File: src/rtl/psk_pkg.sv
// psk_pkg
// Shared definitions for the PSK transmit framer and related blocks.
// Contents:
//   state_t    - framer FSM states (IDLE, PRE, HDR, PAY, CRC)
//   CRC8_POLY  - CRC-8 generator polynomial (x^8 + x^2 + x + 1)
//   DAC_W      - width of the signed DAC sample words
//   PRE_LEN    - preamble length in bits (one BPSK symbol per bit)
//   HDR_LEN    - length header size in bits
package psk_pkg;

    typedef enum logic [2:0] {
        ST_IDLE,
        ST_PRE,
        ST_HDR,
        ST_PAY,
        ST_CRC
    } state_t;

    localparam logic [7:0] CRC8_POLY = 8'h07;
    localparam int         DAC_W     = 12;
    localparam int         PRE_LEN   = 32;
    localparam int         HDR_LEN   = 8;

endpackage

File: src/rtl/crc8_update.sv
// crc8_update
// Combinational single-byte CRC-8 step: polynomial CRC8_POLY, MSB first,
// no reflection. Chaining it across bytes starting from 8'h00 gives the
// frame CRC; the receiver checker can reuse it unchanged.
// Ports:
//   crc_in   - running CRC before this byte
//   data_in  - byte to fold in
//   crc_out  - running CRC after this byte
module crc8_update
    import psk_pkg::*;
(
    input  logic [7:0] crc_in,
    input  logic [7:0] data_in,
    output logic [7:0] crc_out
);

    logic [7:0] acc;

    // XOR the byte into the register, then run eight shift/reduce steps.
    always_comb begin
        acc = crc_in ^ data_in;
        for (int i = 0; i < 8; i++) begin
            acc = acc[7] ? ((acc << 1) ^ CRC8_POLY) : (acc << 1);
        end
        crc_out = acc;
    end

endmodule

File: src/rtl/psk_tx_framer.sv
// psk_tx_framer
// Baseband BPSK/QPSK transmitter. Builds a frame of preamble, length header,
// payload and CRC-8, maps the bits to symbols and holds each symbol for SPS
// samples. All outputs are registered; the first preamble sample appears one
// edge after start is accepted.
// Ports:
//   clk_16M384, rst_n_16M384  - sample clock, synchronous active-low reset
//   start, len, is_bpsk       - frame request; len and mode latched with start
//   din, din_vld, din_rdy     - payload byte stream (one-entry buffer)
//   busy, done, err           - frame status; done/err are one-cycle pulses
//   DAC_I, DAC_Q              - signed I/Q samples (+/-AMP or 0)
//   DAC_bits, DAC_vld         - bits of the current symbol, sample valid
module psk_tx_framer
    import psk_pkg::*;
#(
    parameter int unsigned SPS      = 512,
    parameter int unsigned AMP      = 1024,
    parameter logic [31:0] PREAMBLE = 32'hA5A5_F0F0
) (
    input  logic                    clk_16M384,
    input  logic                    rst_n_16M384,
    input  logic                    start,
    input  logic [7:0]              len,
    input  logic                    is_bpsk,
    input  logic [7:0]              din,
    input  logic                    din_vld,
    output logic                    din_rdy,
    output logic                    busy,
    output logic                    done,
    output logic                    err,
    output logic signed [DAC_W-1:0] DAC_I,
    output logic signed [DAC_W-1:0] DAC_Q,
    output logic [1:0]              DAC_bits,
    output logic                    DAC_vld
);

    localparam int                      CNT_W     = (SPS > 1) ? $clog2(SPS) : 1;
    localparam logic [CNT_W-1:0]        CNT_LAST  = CNT_W'(SPS - 1);
    localparam logic signed [DAC_W-1:0] AMP_POS   = DAC_W'(AMP);
    localparam logic signed [DAC_W-1:0] AMP_NEG   = -AMP_POS;
    localparam logic [5:0]              PRE_BITS  = 6'(PRE_LEN);
    localparam logic [5:0]              HDR_BITS  = 6'(HDR_LEN);
    localparam logic [5:0]              BYTE_BITS = 6'd8;

    state_t                  state_q, state_d;
    logic [CNT_W-1:0]        sym_cnt_q, sym_cnt_d;
    logic [31:0]             sreg_q, sreg_d;
    logic [5:0]              bits_left_q, bits_left_d;
    logic [7:0]              len_q, len_d;
    logic                    bpsk_q, bpsk_d;
    logic [7:0]              buf_q, buf_d;
    logic                    buf_full_q, buf_full_d;
    logic [7:0]              acc_cnt_q, acc_cnt_d;
    logic [7:0]              pay_cnt_q, pay_cnt_d;
    logic [7:0]              crc_q, crc_d;
    logic                    done_q, done_d;
    logic                    err_q, err_d;
    logic signed [DAC_W-1:0] dac_i_q, dac_i_d;
    logic signed [DAC_W-1:0] dac_q_q, dac_q_d;
    logic [1:0]              dac_bits_q, dac_bits_d;
    logic                    dac_vld_q, dac_vld_d;

    logic                    accept;
    logic                    boundary;
    logic                    load_sym;
    logic                    sym_qpsk;
    logic                    go_idle;
    logic [31:0]             src;
    logic [5:0]              src_bits;
    logic [7:0]              crc_next;

    // CRC advances on each accepted payload byte, not when it is sent, so the
    // final value is ready well before the CRC field starts.
    crc8_update u_crc8_update (
        .crc_in  (crc_q),
        .data_in (din),
        .crc_out (crc_next)
    );

    assign busy    = (state_q != ST_IDLE);
    assign din_rdy = busy && !buf_full_q && (acc_cnt_q < len_q);
    assign accept  = din_vld && din_rdy;

    // Next-state logic. A "symbol load" takes the top one (BPSK) or two
    // (QPSK) bits of src, which is either the remainder of the current field
    // or a fresh MSB-aligned field when the previous one ran out.
    always_comb begin
        state_d     = state_q;
        sym_cnt_d   = sym_cnt_q;
        sreg_d      = sreg_q;
        bits_left_d = bits_left_q;
        len_d       = len_q;
        bpsk_d      = bpsk_q;
        buf_d       = buf_q;
        buf_full_d  = buf_full_q;
        acc_cnt_d   = acc_cnt_q;
        pay_cnt_d   = pay_cnt_q;
        crc_d       = crc_q;
        done_d      = 1'b0;
        err_d       = 1'b0;
        dac_i_d     = dac_i_q;
        dac_q_d     = dac_q_q;
        dac_bits_d  = dac_bits_q;
        dac_vld_d   = dac_vld_q;
        load_sym    = 1'b0;
        sym_qpsk    = 1'b0;
        go_idle     = 1'b0;
        src         = sreg_q;
        src_bits    = bits_left_q;

        if (accept) begin
            buf_d      = din;
            buf_full_d = 1'b1;
            acc_cnt_d  = acc_cnt_q + 8'd1;
            crc_d      = crc_next;
        end

        boundary = busy && (sym_cnt_q == CNT_LAST);
        if (busy) begin
            sym_cnt_d = boundary ? '0 : sym_cnt_q + CNT_W'(1);
        end

        if (state_q == ST_IDLE) begin
            if (start && (len != 8'd0)) begin
                state_d    = ST_PRE;
                len_d      = len;
                bpsk_d     = is_bpsk;
                buf_full_d = 1'b0;
                acc_cnt_d  = 8'd0;
                pay_cnt_d  = 8'd0;
                crc_d      = 8'd0;
                sym_cnt_d  = '0;
                load_sym   = 1'b1;
                src        = PREAMBLE;
                src_bits   = PRE_BITS;
            end
        end else if (boundary) begin
            if (bits_left_q != 6'd0) begin
                load_sym = 1'b1;
                sym_qpsk = ((state_q == ST_PAY) || (state_q == ST_CRC)) && !bpsk_q;
            end else begin
                case (state_q)
                    ST_PRE: begin
                        state_d  = ST_HDR;
                        load_sym = 1'b1;
                        src      = {len_q, 24'h0};
                        src_bits = HDR_BITS;
                    end
                    ST_HDR, ST_PAY: begin
                        if (pay_cnt_q == len_q) begin
                            state_d  = ST_CRC;
                            load_sym = 1'b1;
                            sym_qpsk = !bpsk_q;
                            src      = {crc_q, 24'h0};
                            src_bits = BYTE_BITS;
                        end else if (buf_full_q) begin
                            state_d    = ST_PAY;
                            load_sym   = 1'b1;
                            sym_qpsk   = !bpsk_q;
                            src        = {buf_q, 24'h0};
                            src_bits   = BYTE_BITS;
                            buf_full_d = 1'b0;
                            pay_cnt_d  = pay_cnt_q + 8'd1;
                        end else begin
                            // Payload byte due but not delivered: abort.
                            state_d = ST_IDLE;
                            err_d   = 1'b1;
                            go_idle = 1'b1;
                        end
                    end
                    ST_CRC: begin
                        state_d = ST_IDLE;
                        done_d  = 1'b1;
                        go_idle = 1'b1;
                    end
                    default: begin
                        state_d = ST_IDLE;
                        go_idle = 1'b1;
                    end
                endcase
            end
        end

        if (load_sym) begin
            dac_vld_d = 1'b1;
            dac_i_d   = src[31] ? AMP_NEG : AMP_POS;
            if (sym_qpsk) begin
                dac_q_d     = src[30] ? AMP_NEG : AMP_POS;
                dac_bits_d  = src[31:30];
                sreg_d      = {src[29:0], 2'b00};
                bits_left_d = src_bits - 6'd2;
            end else begin
                dac_q_d     = '0;
                dac_bits_d  = {1'b0, src[31]};
                sreg_d      = {src[30:0], 1'b0};
                bits_left_d = src_bits - 6'd1;
            end
        end else if (go_idle) begin
            dac_vld_d  = 1'b0;
            dac_i_d    = '0;
            dac_q_d    = '0;
            dac_bits_d = 2'b00;
            sym_cnt_d  = '0;
        end
    end

    // State and output registers; reset clears everything, which also
    // silently abandons any frame in flight.
    always_ff @(posedge clk_16M384) begin
        if (!rst_n_16M384) begin
            state_q     <= ST_IDLE;
            sym_cnt_q   <= '0;
            sreg_q      <= '0;
            bits_left_q <= '0;
            len_q       <= '0;
            bpsk_q      <= 1'b0;
            buf_q       <= '0;
            buf_full_q  <= 1'b0;
            acc_cnt_q   <= '0;
            pay_cnt_q   <= '0;
            crc_q       <= '0;
            done_q      <= 1'b0;
            err_q       <= 1'b0;
            dac_i_q     <= '0;
            dac_q_q     <= '0;
            dac_bits_q  <= 2'b00;
            dac_vld_q   <= 1'b0;
        end else begin
            state_q     <= state_d;
            sym_cnt_q   <= sym_cnt_d;
            sreg_q      <= sreg_d;
            bits_left_q <= bits_left_d;
            len_q       <= len_d;
            bpsk_q      <= bpsk_d;
            buf_q       <= buf_d;
            buf_full_q  <= buf_full_d;
            acc_cnt_q   <= acc_cnt_d;
            pay_cnt_q   <= pay_cnt_d;
            crc_q       <= crc_d;
            done_q      <= done_d;
            err_q       <= err_d;
            dac_i_q     <= dac_i_d;
            dac_q_q     <= dac_q_d;
            dac_bits_q  <= dac_bits_d;
            dac_vld_q   <= dac_vld_d;
        end
    end

    assign done     = done_q;
    assign err      = err_q;
    assign DAC_I    = dac_i_q;
    assign DAC_Q    = dac_q_q;
    assign DAC_bits = dac_bits_q;
    assign DAC_vld  = dac_vld_q;

endmodule

File: config.mk
export PLATFORM = sky130hd
export DESIGN_NAME = psk_tx_framer
export DESIGN_NICKNAME = d
export VERILOG_FILES = /design/src/rtl/psk_pkg.sv /design/src/rtl/crc8_update.sv /design/src/rtl/psk_tx_framer.sv
export SDC_FILE = /design/constraint.sdc
export NUM_CORES = 1
export LEC_CHECK = 0
export CORE_MARGIN = 2
export CORE_UTILIZATION = 40
export CTS_BUF_LIST = sky130_fd_sc_hd__clkbuf_4
export DETAILED_ROUTE_END_ITERATION = 10
export GPL_TIMING_DRIVEN = 0
export PLACE_DENSITY = 0.74
export SETUP_SLACK_MARGIN = 0.4
export SYNTH_ARGS = -nofsm -noshare
export SYNTH_HDL_FRONTEND = slang
export SYNTH_SLANG_ARGS = --single-unit
File: constraint.sdc
create_clock -name clk_16M384 -period 3.1 [get_ports clk_16M384]
set_input_delay 0.31 -clock clk_16M384 [delete_from_list [all_inputs] [get_ports clk_16M384]]
set_output_delay 0.31 -clock clk_16M384 [all_outputs]
set_load 0.05 [all_outputs]
==> results_tabular.tex <==
\begin{tabular}{lr}
\hline
Metric & Value \\
\hline
\multicolumn{2}{l}{\textbf{Synth}} \\
\quad Count of different cell masters after synthesis & between 60 and 70 \\
\quad Instance count of the mapped netlist & 616 \\
\quad Yosys synthesis warning count & 0 \\
\quad Number of enable-type register cells in the synthesized netlist & 0 \\
\quad Proportion of synthesized chip area in sequential cells & a little under two fifths \\
\quad Avg Cell Area, Syn & between 8 and 9 sq um \\
\quad Top\_reg\_cell synth & sky130\_fd\_sc\_hd\_\_dfxtp\_1 \\
\quad Share of flip-flops with an asynchronous set or reset & 0\% \\
\quad Post-synthesis instance area & between 5000 and 6000 sq um \\
\quad Synth Register Bits & 95 \\
\multicolumn{2}{l}{\textbf{Floorplan}} \\
\quad Height of the die & around 120 um \\
\quad Floorplan die width & about 120 um \\
\quad Initial cell density of the core & between 40\% and 50\% \\
\quad Die area & around 14,000 sq um \\
\quad Core Rows & between 40 and 50 \\
\quad Number of primary I/O pins & 52 \\
\quad Std-Cell Core Area & around 13,000 sq um \\
\multicolumn{2}{l}{\textbf{Power}} \\
\quad Max rail drop VDD & roughly 0.25 mV \\
\quad Internal power of the cells & 2.05 mW \\
\quad Part of the total power dissipated in the clock network & about a third \\
\quad Switching Share & 31.0\% \\
\quad Combinational share of power & a little under a quarter \\
\quad Sw Pwr & just over 900 uW \\
\quad Pwr Total & 2.96 mW \\
\quad Leakage dissipation & around 2.5 nW \\
\quad Seq pwr share & 45.1\% \\
\quad Total power per unit cell area & around 440 nW/um\^{}2 \\
\multicolumn{2}{l}{\textbf{STA}} \\
\quad Max-slew headroom & 48.4\% \\
\quad Setup repair after global routing missed its margin & yes \\
\quad Clock Skew & 0.0166 ns \\
\quad Count of pins over their slew limit & 0 \\
\quad Count of endpoints failing hold in the final timing report & 0 \\
\quad Maximum clock frequency & about 350 MHz \\
\quad Crit share post-route & between 90\% and 100\% \\
\quad Final Critical Period & $\sim$2.8 ns \\
\quad Setup Viol. Count Final & 0 \\
\quad Tightest Pin Transition & $\sim$0.77 ns \\
\multicolumn{2}{l}{\textbf{Routing}} \\
\quad Starting DRT DRC Count & around 570 \\
\quad Post-DR vias/cell & around 5.8 \\
\quad Total iterations of the first detailed-routing run & 8 \\
\quad Total detailed-routing wirelength & approximately 16 mm \\
\quad Number of nets with antenna violations after routing & 0 \\
\quad DR DRC count & 1 \\
\quad Average wire per standard cell & $\sim$18 um \\
\quad Detailed-route via count & just over 5,000 \\
\multicolumn{2}{l}{\textbf{Clocking}} \\
\quad Later-pin clock latency in the skew report & between 0.4 and 0.5 ns \\
\quad Total CTS buffers & 9 \\
\quad Reg clk slew, reported paths & about 0.14 ns \\
\quad Root Driver & sky130\_fd\_sc\_hd\_\_clkbuf\_4 \\
\quad TritonCTS clock tree & built \\
\quad H-tree depth & 3 \\
\quad Maximum buffer depth of the clock tree & 2 \\
\quad Clock sink total & 95 \\
\multicolumn{2}{l}{\textbf{Placement}} \\
\quad I/O Buffers & 31 \\
\quad Detailed-placement wirelength estimate & between 10 and 15 mm \\
\quad Last weighted congestion value of the routability-driven placer & $\sim$0.97 \\
\quad Total cell area at the placement stage & $\sim$5800 sq um \\
\multicolumn{2}{l}{\textbf{Final layout}} \\
\quad Layout cells sized above 1 & 24.3\% \\
\quad Final net count & around 740 \\
\quad Post-layout instance area & between 6000 and 7000 sq um \\
\quad Most common cell after layout, fill and taps aside & sky130\_fd\_sc\_hd\_\_dfxtp\_1 \\
\quad Commonest cells after routing, fill and taps aside & sky130\_fd\_sc\_hd\_\_dfxtp\_1, sky130\_fd\_sc\_hd\_\_nor2\_1, sky130\_fd\_sc\_hd\_\_nand2\_1, sky130\_fd\_sc\_hd\_\_buf\_4, sky130\_fd\_sc\_hd\_\_a21oi\_1 \\
\quad Area Growth Syn to Fin & 31.3\% \\
\quad Fill cell total of the finished layout & $\sim$1,200 \\
\multicolumn{2}{l}{\textbf{Setup path}} \\
\quad Buffer and inverter count on the worst path & 2 \\
\quad Worst setup slack for register-to-register paths & 0.27 ns \\
\quad Category of the critical setup timing path & reg2reg \\
\quad Kind of launch point of the worst setup path & flip-flop \\
\quad Cell Chain, Critical Path & ha\_4 > and3\_4 > and3\_4 > ha\_4 > or3b\_4 > nor4\_4 > buf\_4 > buf\_6 > o31ai\_2 > a221o\_1 > a22oi\_1 > a21oi\_1 \\
\quad WP data arrival & roughly 3.2 ns \\
\quad Kind of cell adding the most delay to the critical path & simple AND/OR/NAND/NOR gates \\
\quad Worst path required time & 3.45 ns \\
\quad R2r worst-path depth & 12 \\
\quad Highest fanout seen on the critical path & 5 \\
\quad Reg2Reg Launch Point & sym\_cnt\_q[1]\$\_SDFF\_PN0\_ \\
\quad Biggest cell delay along the critical path & 0.41 ns \\
\quad Slowest library cell on the worst path & sky130\_fd\_sc\_hd\_\_or3b\_4 \\
\quad Endpoint of the worst register-to-register path & sreg\_q[28]\$\_SDFFE\_PN0P\_ \\
\quad Kind of capture point of the worst setup path & flip-flop \\
\multicolumn{2}{l}{\textbf{Outcome}} \\
\quad Failing checks & DRC \\
\quad Outcome & complete, but fails checks \\
\multicolumn{2}{l}{\textbf{Worst hold path}} \\
\quad Hold EP & bpsk\_q\$\_SDFFE\_PN0P\_ \\
\quad Hold Path Class & in2reg \\
\quad Hold Path Cell Cnt & 3 \\
\quad Hold Startpoint & is\_bpsk \\
\multicolumn{2}{l}{\textbf{GRT}} \\
\quad Wire length of the first global-routing pass & approximately 24 mm \\
\quad Antenna violations before repair & 1 \\
\quad Vias in the first global route & approximately 4,800 \\
\quad All-layer global routing usage & a little under a quarter \\
\quad Largest net degree at the start of global routing & 16 \\
\quad Grt ovf & 0 \\
\multicolumn{2}{l}{\textbf{Run}} \\
\quad Max-capacitance violation count & 0 \\
\hline
\end{tabular}
==> registers in the layout, indices dropped and copies added (netlist names) <==
name         cells
state_q          3
sreg_q          27
bits_left_q      6
acc_cnt_q        8
done             1
DAC_bits         2
buf_full_q       1
len_q            8
DAC_I            2
err              1
buf_q            8
DAC_Q            2
pay_cnt_q        8
crc_q            8
sym_cnt_q        9
bpsk_q           1
==> stage by stage <==
stage               util (%)  cells  hold WS (ns)  setup WS (ns)  setup TNS [ns]
finish                  53.5    888         0.409          0.268               0
global route            53.5    888         0.411          0.190               0
CTS                     50.7    871         0.395          0.294               0
detailed placement      46.2    838         0.444         -0.460           -7.19
global placement        46.2    838         0.442         -0.464           -6.35
floorplan                  -    635         0.431          0.380               0
==> Yosys cell counts, types with 8 or more instances <==
library cell,n,area (sq um)
sky130_fd_sc_hd__xor2_1,16,140
sky130_fd_sc_hd__dfxtp_1,95,1900
sky130_fd_sc_hd__a21oi_1,42,210
sky130_fd_sc_hd__and3_1,15,93.8
sky130_fd_sc_hd__xnor2_1,32,280
sky130_fd_sc_hd__mux2i_1,14,140
sky130_fd_sc_hd__ha_1,12,150
sky130_fd_sc_hd__a211oi_1,16,120
sky130_fd_sc_hd__inv_1,10,37.5
sky130_fd_sc_hd__buf_4,21,158
sky130_fd_sc_hd__nor2_1,77,289
sky130_fd_sc_hd__nand4_1,13,81.3
sky130_fd_sc_hd__nand2_1,55,206
sky130_fd_sc_hd__clkbuf_1,28,105
sky130_fd_sc_hd__nand3_1,23,115
sky130_fd_sc_hd__nor3_1,11,55.1
sky130_fd_sc_hd__a22oi_1,8,60.1
sky130_fd_sc_hd__o21ai_0,20,100
==> power groups by stage <==
stage | logic [mW] | registers (mW) | clock network (mW)
2_1_floorplan | 0.415 | 1.35 | 0
3_3_place_gp | 0.553 | 1.35 | 0
3_5_place_dp | 0.565 | 1.36 | 0
4_1_cts | 0.626 | 1.33 | 0.945
5_1_grt | 0.744 | 1.34 | 0.994
6_report | 0.697 | 1.34 | 0.930
==> worst min-delay path, delay by kind of cell <==
family | cells | cell delay (ns)
simple gates | 1 | 0.06
buf+inv | 1 | 0.42
compound gates | 1 | 0.05
==> metal layers <==
metal	wire, um	global-route usage (%)	vias to the layer above
met1	6650	29.2	2444
met3	1280	6.49	49
li1	-	-	2373
met5	0	0	-
met4	415	9.02	0
met2	7230	36.7	250
==> worst max-delay path by stage <==
stage / slack (ns) / from / cells past startpoint / end
detailed placement: -0.46 / state_q[1]$_SDFFE_PN0P_ / 8 / DAC_bits[0]$_SDFFE_PN0P_
global placement: -0.46 / state_q[1]$_SDFFE_PN0P_ / 8 / DAC_bits[0]$_SDFFE_PN0P_
finish: 0.27 / sym_cnt_q[1]$_SDFF_PN0_ / 12 / sreg_q[28]$_SDFFE_PN0P_
floorplan: 0.38 / sym_cnt_q[0]$_SDFF_PN0_ / 10 / DAC_bits[0]$_SDFFE_PN0P_
CTS: 0.29 / sym_cnt_q[0]$_SDFF_PN0_ / 13 / DAC_I[11]$_SDFFE_PN0P_
global route: 0.19 / sym_cnt_q[1]$_SDFF_PN0_ / 12 / DAC_bits[0]$_SDFFE_PN0P_
==> timing repair <==
action                                  in CTS  in global routing
buffers inserted                            17                 16
pin swaps                                   15                 36
endpoints found under the setup margin      71                 73
hold buffers                                 0                  0
gates resized for setup                     66                 65
==> cells by family after synthesis <==
logic type	count (synthesis)	share of synthesized area [%]
multiplexers	17	3.41
other	1	0.0735
XOR/XNOR	48	8.24
buffers and inverters	68	6.77
flip-flops	95	37.3
AND/OR/NAND/NOR	223	20.7
AO/OA/AOI/OAI	152	20.6
adder cells (fa/ha/maj)	12	2.94
==> cell type report <==
type | instances | area (sq um) | share of cell area, %
multi-input combinational | 472 | 3330 | 49.8
inverter | 11 | 41.3 | 0.617
antenna | 1 | 2.50 | 0.0374
sequential | 95 | 1930 | 28.8
buffer | 57 | 385 | 5.75
clock inverter | 6 | 133 | 1.98
timing repair buffer | 64 | 586 | 8.74
clock buffer | 10 | 75.1 | 1.12
tap | 172 | 215 | 3.21
No activity file was read; power rests on OpenSTA's default activity.
